**config.mk**
```make
export PLATFORM = sky130hd
export DESIGN_NAME = hazard_ctrl
export DESIGN_NICKNAME = d
export VERILOG_FILES = /design/src/rtl/hazard_ctrl.sv
export SDC_FILE = /design/constraint.sdc
export NUM_CORES = 1
export LEC_CHECK = 0
export BUFFER_PORTS_ARGS = -buffer_cell sky130_fd_sc_hd__buf_4
export CAP_MARGIN = 20
export CORE_MARGIN = 2
export CORE_UTILIZATION = 51
export DETAILED_ROUTE_END_ITERATION = 8
export PLACE_DENSITY = 0.85
export SYNTH_ARGS = -nofsm -noshare
export SYNTH_HDL_FRONTEND = slang
export SYNTH_SLANG_ARGS = --single-unit
```
**constraint.sdc**
```tcl
create_clock -name clk -period 2.8 [get_ports clk]
set_clock_uncertainty 0.15 [all_clocks]
set_input_delay 0.42 -clock clk [delete_from_list [all_inputs] [get_ports clk]]
set_output_delay 0.42 -clock clk [all_outputs]
set_load 0.1 [all_outputs]
```
**src/rtl/hazard_ctrl.sv**
```systemverilog
`default_nettype none
// ============================================================================
// Module      : hazard_ctrl
// Description : Stage enable/flush sequencing for the 5-stage 16-bit CPU.
// Revision    : 1.0 - initial release
// ============================================================================
module hazard_ctrl #(
    parameter int FLUSH_CYCLES = 1,
    parameter int MEM_TIMEOUT  = 64
) (
    input  logic        clk,
    input  logic        rst_n,
    input  logic [3:0]  id_opcode,
    input  logic [3:0]  id_rs,
    input  logic [3:0]  id_rt,
    input  logic [3:0]  ex_opcode,
    input  logic [3:0]  ex_rd,
    input  logic        ex_redirect,
    input  logic        mem_access,
    input  logic        dmem_ready,
    output logic        pc_en,
    output logic        ifid_en,
    output logic        idex_en,
    output logic        exmem_en,
    output logic        ifid_flush,
    output logic        idex_flush,
    output logic        memwb_flush,
    output logic        mem_timeout,
    output logic [15:0] stall_cnt
);

    localparam logic [3:0] c_op_add  = 4'd0;
    localparam logic [3:0] c_op_sub  = 4'd1;
    localparam logic [3:0] c_op_and  = 4'd2;
    localparam logic [3:0] c_op_or   = 4'd3;
    localparam logic [3:0] c_op_sll  = 4'd4;
    localparam logic [3:0] c_op_srl  = 4'd5;
    localparam logic [3:0] c_op_sra  = 4'd6;
    localparam logic [3:0] c_op_rl   = 4'd7;
    localparam logic [3:0] c_op_lw   = 4'd8;
    localparam logic [3:0] c_op_sw   = 4'd9;
    localparam logic [3:0] c_op_jr   = 4'd14;
    localparam logic [3:0] c_op_exec = 4'd15;

    localparam logic [2:0] c_flush_load = 3'(FLUSH_CYCLES);
    localparam logic [7:0] c_timeout    = 8'(MEM_TIMEOUT);

    typedef enum logic [1:0] {
        RUN      = 2'd0,
        FLUSH    = 2'd1,
        MEM_WAIT = 2'd2
    } state_t;

    state_t      r_state, w_state_nxt;
    logic [2:0]  r_flush_cnt, w_flush_cnt_nxt;
    logic [7:0]  r_wait_cnt, w_wait_cnt_nxt;
    logic        r_ret_flush, w_ret_flush_nxt;
    logic        r_mem_timeout;
    logic [15:0] r_stall_cnt;

    logic w_rs_used, w_rt_used, w_load_use, w_mem_stall;
    logic w_hold, w_release, w_in_flush;

    always_comb begin
        w_rs_used = 1'b0;
        w_rt_used = 1'b0;
        case (id_opcode)
            c_op_add, c_op_sub, c_op_and, c_op_or: begin
                w_rs_used = 1'b1;
                w_rt_used = 1'b1;
            end
            c_op_sw: begin
                w_rs_used = 1'b1;
                w_rt_used = 1'b1;
            end
            c_op_sll, c_op_srl, c_op_sra, c_op_rl,
            c_op_lw, c_op_jr, c_op_exec: w_rs_used = 1'b1;
            default: ;
        endcase
    end

    assign w_load_use  = (ex_opcode == c_op_lw) && (ex_rd != 4'd0) &&
                         ((w_rs_used && (ex_rd == id_rs)) ||
                          (w_rt_used && (ex_rd == id_rt)));
    assign w_mem_stall = mem_access && !dmem_ready;

    // MEM_WAIT is left only when the memory signals completion.
    assign w_hold     = (r_state == MEM_WAIT) ? !dmem_ready : w_mem_stall;
    assign w_release  = (r_state == MEM_WAIT) && dmem_ready;
    assign w_in_flush = (r_state == FLUSH) || (w_release && r_ret_flush);

    always_comb begin
        pc_en           = 1'b1;
        ifid_en         = 1'b1;
        idex_en         = 1'b1;
        exmem_en        = 1'b1;
        ifid_flush      = 1'b0;
        idex_flush      = 1'b0;
        memwb_flush     = 1'b0;
        w_state_nxt     = r_state;
        w_flush_cnt_nxt = r_flush_cnt;
        w_wait_cnt_nxt  = r_wait_cnt;
        w_ret_flush_nxt = r_ret_flush;

        if (w_hold) begin
            pc_en       = 1'b0;
            ifid_en     = 1'b0;
            idex_en     = 1'b0;
            exmem_en    = 1'b0;
            memwb_flush = 1'b1;
            if (r_state != MEM_WAIT) begin
                w_state_nxt     = MEM_WAIT;
                w_ret_flush_nxt = (r_state == FLUSH);
                w_wait_cnt_nxt  = 8'd1;
            end else if (r_wait_cnt != 8'hFF) begin
                w_wait_cnt_nxt = r_wait_cnt + 8'd1;
            end
        end else begin
            w_wait_cnt_nxt = 8'd0;
            w_state_nxt    = w_in_flush ? FLUSH : RUN;
            if (w_in_flush) begin
                ifid_flush = 1'b1;
            end
            if (ex_redirect) begin
                ifid_flush      = 1'b1;
                idex_flush      = 1'b1;
                w_flush_cnt_nxt = c_flush_load;
                w_state_nxt     = (FLUSH_CYCLES == 0) ? RUN : FLUSH;
            end else if (r_state == FLUSH) begin
                w_flush_cnt_nxt = r_flush_cnt - 3'd1;
                if (r_flush_cnt <= 3'd1) begin
                    w_state_nxt = RUN;
                end
            end else if (!w_in_flush && w_load_use) begin
                pc_en      = 1'b0;
                ifid_en    = 1'b0;
                idex_flush = 1'b1;
            end
        end

        if (!rst_n) begin
            pc_en       = 1'b0;
            ifid_en     = 1'b0;
            idex_en     = 1'b0;
            exmem_en    = 1'b0;
            ifid_flush  = 1'b1;
            idex_flush  = 1'b1;
            memwb_flush = 1'b1;
        end
    end

    always_ff @(posedge clk or negedge rst_n) begin
        if (!rst_n) begin
            r_state       <= RUN;
            r_flush_cnt   <= 3'd0;
            r_wait_cnt    <= 8'd0;
            r_ret_flush   <= 1'b0;
            r_mem_timeout <= 1'b0;
            r_stall_cnt   <= 16'd0;
        end else begin
            r_state     <= w_state_nxt;
            r_flush_cnt <= w_flush_cnt_nxt;
            r_wait_cnt  <= w_wait_cnt_nxt;
            r_ret_flush <= w_ret_flush_nxt;
            if (w_hold && (w_wait_cnt_nxt >= c_timeout)) begin
                r_mem_timeout <= 1'b1;
            end
            if (!pc_en && (r_stall_cnt != 16'hFFFF)) begin
                r_stall_cnt <= r_stall_cnt + 16'd1;
            end
        end
    end

    assign mem_timeout = r_mem_timeout;
    assign stall_cnt   = r_stall_cnt;

endmodule
`default_nettype wire

```
==> results.tsv, run 1 <==
stage	metric	value	unit
synth	avgSynthCellArea	10.3	um^2
cts	postCtsHoldBufs	1	
synth	synth_area_leaders	dfrtp_1 (45%), xnor2_1 (8.2%), xor2_1 (6.7%), nand4_1 (3.7%), ha_1 (2.9%)	
critical_path	path_class	reg2out	
timing	final_max_slew_viol_count	0	
synth	netlist_instances	166	
die	initial_core_util	52.1	%
cts	cts.sinks	31	
synth	synth_compound_area_share	9.22	%
die	ioPinCount	49	
final_layout	antenna_cells_inserted	0	
synth	netlist_area	0.00171	mm^2
synth	synth-seq-area-share	45.4	%
final_layout	final_nets	248	
die	die_x	61.9	um
cts	cts_tree	built	
critical_path	startpoint	r_state[0]	
power	p_per_area	763	mW/mm^2
synth	synth_edf_count	0	
power	total_power	1.70	mW
synth	synth_nets	195	
timing	setup_tns	0	ps
die	core_area	0.00328	mm^2
die	die_height	61.9	um
global_route	gr-total-overflow	0	
synth	ys.flop_type	dfrtp_1	
synth	synth_simple_gate_area_share	22.3	%
timing	setup_viol	0	
cts	cts_buffers	5	
cts	clk_latency	340	ps
place	routabilityCongestion	0.771	
synth	async_reset_ff_share	100	%
final_layout	nFillCells	241	
place	placement.io_buffers	48	
final_layout	multiInputGateArea	893	um^2
global_route	grtUsageTotal	19.1	%
run_status	status	completed	
timing	hold_ws	119	ps
critical_path	critical_path_required	2230	ps
final_layout	layout-drive-gt1-share	32.3	%
die	rows	21	
cts	post_cts_resized	0	
power	peakVddDrop	0.480	mV
final_layout	final_common_cell	buf_4	
route	via_per_inst	5.29	
synth	yosysWarnings	0	
route	wire_per_inst	12.8	um
final_layout	regArea	776	um^2
route	vias	1406	
synth	synth_top_family_by_area	simple AND/OR/NAND/NOR gates	
cts	post_cts_buffers	0	
synth	ys_types	38	
synth	synth_seq_cells	31	
final_layout	synthToLayoutAreaGrowth	30.1	%
worst_hold_path	min_from	dmem_ready	
synth	synth-adder-area-share	2.93	%
route	antenna_left	0	
critical_path	r2r-start	stall_cnt[0]	
place	detailed_place.area	0.00213	mm^2
route	drcViolationCount	0	
timing	timing.fmax	394	MHz
place	hpwl	2620	um
timing	finalCritPeriodShare	90.6	%
critical_path	crit_fanout	3	
flow_run	maxCapViolations	0	
place	placedCellCount	257	
timing	maxSlewHeadroom	70.7	%
final_layout	fin_area	0.00222	mm^2
global_route	grt_pass1_vias	1299	
timing	rsz0062_at_grt	no	
final_layout	final_cell_mix	buf_4 (50), dfrtp_1 (31), xnor2_1 (16)	
route	dr.pass1.iters	4	
cts	clockBufferDepth	2	
global_route	antenna_found_initial	0	
synth	muxShareOfSynthArea	1.83	%
cts	cts_root_buf	clkbuf_4	
cts	clk_pin_slew	90	ps
timing	hold_viol	0	
critical_path	endpoint_kind	output pin	
final_layout	final_cells	266	
global_route	grt_max_degree	23	
worst_hold_path	hp-class	in2reg	
critical_path	crit_arrival	1970	ps
synth	synth-xor-area-share	14.9	%
critical_path	critPathLaunchType	flop	
route	totalWireLength	3420	um
route	drtIter0Drc	82	
synth	synth_top_cell_area_share	45.4	%
synth	yosys.area.top_type	dfrtp_1	
timing	period_needed	2540	ps
cts	cts_htree_levels	2	
power	leakagePower	1.06	nW
die	dieArea	0.00383	mm^2
timing	tightest_slew	438	ps
global_route	grt_pass1_wl	5310	um
-- Yosys cell counts (2+ instances only) --
master and n:
mux2i_1 2, and3_2 2, nand4_1 10, nand2b_1 5, xnor2_1 16, and3_1 7
dfrtp_1 31, a21oi_1 7, buf_4 3, nand2_1 9, and2_1 2, nor2_1 7
xor2_1 13, a31oi_1 3, inv_1 6, ha_1 4, nand3_1 9, nor4_2 2
o21ai_0 8, nor4_1 2
-- critical path: stages, from the launching register on --
cell and delay [ps]:
dfrtp_1 400, nor2b_1 180, nor4_2 330, and3b_2 280, o21ai_0 90, nand2_1 80
buf_4 280
-- power breakdown --
part | internal [mW] | switching, mW | leakage, nW
logic | 0.187 | 0.540 | 0.598
clock network | 0.211 | 0.160 | 0.0482
registers | 0.511 | 0.0877 | 0.411
-- metal layers --
| layer | vias up | GRT usage [%] | share of wire (%) |
|---|---|---|---|
| met1 | 667 | 21.7 | 43 |
| li1 | 692 | - | - |
| met5 | - | 0 | 0 |
| met3 | 6 | 4.35 | 4.3 |
| met2 | 41 | 34.3 | 51 |
| met4 | 0 | 8.21 | 1.7 |
-- sequential cells by signal, summed over array words and instances (netlist names) --
register	count
mem_timeout	1
r_flush_cnt	3
r_ret_flush	1
r_state	2
r_wait_cnt	8
stall_cnt	16
-- per-stage QoR --
stage	util (%)	setup WS (ps)
finish	67.7	262
global route	67.7	201
CTS	67.7	242
detailed placement	64.8	319
global placement	64.8	386
floorplan	-	51.3
-- final cells by class --
type / count / share of cell area [%]
Clock inverter: 2 / 1.57
Tap cell: 46 / 2.59
Inverter: 6 / 1.18
Timing Repair Buffer: 51 / 17.3
Clock buffer: 6 / 2.31
Multi-Input combinational cell: 124 / 40.2
Sequential cell: 31 / 34.9
-- logic make-up after synthesis --
logic type / Yosys count
mux: 3
compound gates: 24
xor+xnor: 29
buf+inv: 11
fa+ha+maj: 4
simple gates: 64
flops: 31
-- worst paths after layout --
kind	slack, ps	depth (start not counted)	to
max	260	6	idex_flush
min	120	2	r_wait_cnt[0]
max reg2reg	570	6	stall_cnt[1]
min reg2reg	330	1	mem_timeout
max in group asynchronous	1660	3	stall_cnt[15]
min in group asynchronous	360	2	r_state[1]
(Power assumes the default switching activity.)
==> run 2: changes to the inputs <==
--- a/config.mk
+++ b/config.mk
@@ -8,9 +8,10 @@
 export BUFFER_PORTS_ARGS = -buffer_cell sky130_fd_sc_hd__buf_4
 export CAP_MARGIN = 20
 export CORE_MARGIN = 2
-export CORE_UTILIZATION = 51
+export CORE_UTILIZATION = 41
 export DETAILED_ROUTE_END_ITERATION = 8
-export PLACE_DENSITY = 0.85
+export PLACE_DENSITY = 0.71
 export SYNTH_ARGS = -nofsm -noshare
 export SYNTH_HDL_FRONTEND = slang
 export SYNTH_SLANG_ARGS = --single-unit
+export TNS_END_PERCENT = 20
==> run 2 against run 1 <==
Net effect: combinational power down 0.7%; via count down 1.0%; worst hold slack better by 54 ps; largest cell class unchanged; register-to-register slack worse by 20 ps; clock power rose by 23%.
==> results.tsv, run 2 (synthesized netlist as in run 1, its figures left out) <==
stage	metric	value	unit
cts	cts_root_buf	clkbuf_8	
route	drcViolationCount	0	
die	die_height	68.6	um
cts	postCtsHoldBufs	1	
timing	timing.fmax	395	MHz
critical_path	critical_path_required	2230	ps
die	die_x	68.6	um
route	via_per_inst	5.17	
power	total_power	1.78	mW
cts	clk_pin_slew	70	ps
final_layout	antenna_cells_inserted	0	
route	drtIter0Drc	66	
timing	period_needed	2530	ps
timing	final_max_slew_viol_count	0	
critical_path	startpoint	r_state[1]	
global_route	grt_pass1_vias	1292	
final_layout	multiInputGateArea	893	um^2
global_route	antenna_found_initial	0	
timing	hold_viol	0	
worst_hold_path	hp-class	in2reg	
run_status	status	completed	
critical_path	regToRegSetupSlack	550	ps
critical_path	path_class	reg2out	
critical_path	r2r-start	stall_cnt[0]	
global_route	grt_pass1_wl	5750	um
route	wire_per_inst	13.1	um
flow_run	maxCapViolations	0	
timing	setup_tns	0	ps
route	totalWireLength	3520	um
global_route	gr-total-overflow	0	
route	antenna_left	0	
power	p_per_area	789	mW/mm^2
cts	clk_latency	280	ps
final_layout	final_cell_mix	buf_4 (49), dfrtp_1 (31), xnor2_1 (16)	
global_route	grtUsageTotal	16.1	%
power	peakVddDrop	0.449	mV
final_layout	fin_util	56.3	%
cts	clockBufferDepth	2	
final_layout	regArea	776	um^2
critical_path	endpoint_kind	output pin	
die	ioPinCount	49	
final_layout	layout-drive-gt1-share	32.0	%
critical_path	critPathLaunchType	flop	
cts	cts_buffers	5	
route	dr.pass1.iters	4	
place	routabilityCongestion	0.700	
global_route	grt_max_degree	28	
timing	setup_viol	0	
critical_path	crit_fanout	6	
power	leakagePower	1.06	nW
timing	tightest_slew	590	ps
final_layout	final_common_cell	buf_4	
timing	finalCritPeriodShare	90.4	%
final_layout	nFillCells	364	
die	rows	23	
cts	post_cts_resized	0	
place	dp_slack	289	ps
timing	maxSlewHeadroom	60.6	%
cts	cts_tree	built	
final_layout	synthToLayoutAreaGrowth	31.7	%
critical_path	crit_arrival	1960	ps
timing	rsz0062_at_grt	no	
final_layout	final_nets	247	
cts	cts.sinks	31	
route	vias	1392	
die	core_area	0.00400	mm^2
cts	cts_htree_levels	2	
final_layout	largest_reg_flops	16	
worst_hold_path	min_from	dmem_ready	
place	hpwl	2700	um
die	dieArea	0.00470	mm^2
timing	timing.final.ws_setup	268	ps
cts	post_cts_buffers	0	
place	placement.io_buffers	48	
die	initial_core_util	42.8	%
## run 2: changes by cell type in the layout (fill, tap and decap cells not counted), sizes merged
cell	delta
buf	-1
## run 2: layout make-up
type                       instances  area share (%)
clock inverter                     2            1.55
multi-input combinational        124            39.6
inverter                           6            1.17
timing repair buffer              50            16.8
clock buffer                       6            3.66
sequential                        31            34.4
tap                               50            2.78
## run 2: path summary, 6_finish.rpt
| check | end | cells after the start |
|---|---|---|
| worst max-delay path | ifid_en | 5 |
| max in group asynchronous | stall_cnt[8] | 3 |
| worst min register to register | mem_timeout | 1 |
| worst min-delay path | r_wait_cnt[0] | 2 |
| min in group asynchronous | r_wait_cnt[0] | 2 |
| worst max register to register | stall_cnt[1] | 6 |
## run 2: worst max-delay path, cell delays in order (launching register included)
cell	delay [ps]
dfrtp_1	400
and2b_4	200
o21bai_1	480
nand2_4	140
a21oi_4	150
buf_4	310
## run 2: where the power goes
group | switching [mW] | leakage [nW] | internal [mW]
logic | 0.537 | 0.593 | 0.186
clock network | 0.166 | 0.0612 | 0.288
registers | 0.0893 | 0.411 | 0.512
total | 0.792 | 1.06 | 0.985
## run 2: per-layer routing
layer  vias up  track usage (%)  part of all wire, %
met3         5             3.08                  5.3
li1        693                -                    -
met2        40             26.1                   47
met4         0             5.25                  1.0
met5         -                0                    0
met1       654             21.6                   47
## run 2: through the flow
step / cell area, um^2 / hold slack (ps) / instances
floorplan: 1740 / -25.6 / 166
global placement: 2130 / 104 / 260
detailed placement: 2130 / 104 / 260
CTS: 2250 / 166 / 269
global route: 2250 / 173 / 269
finish: 2250 / 173 / 269
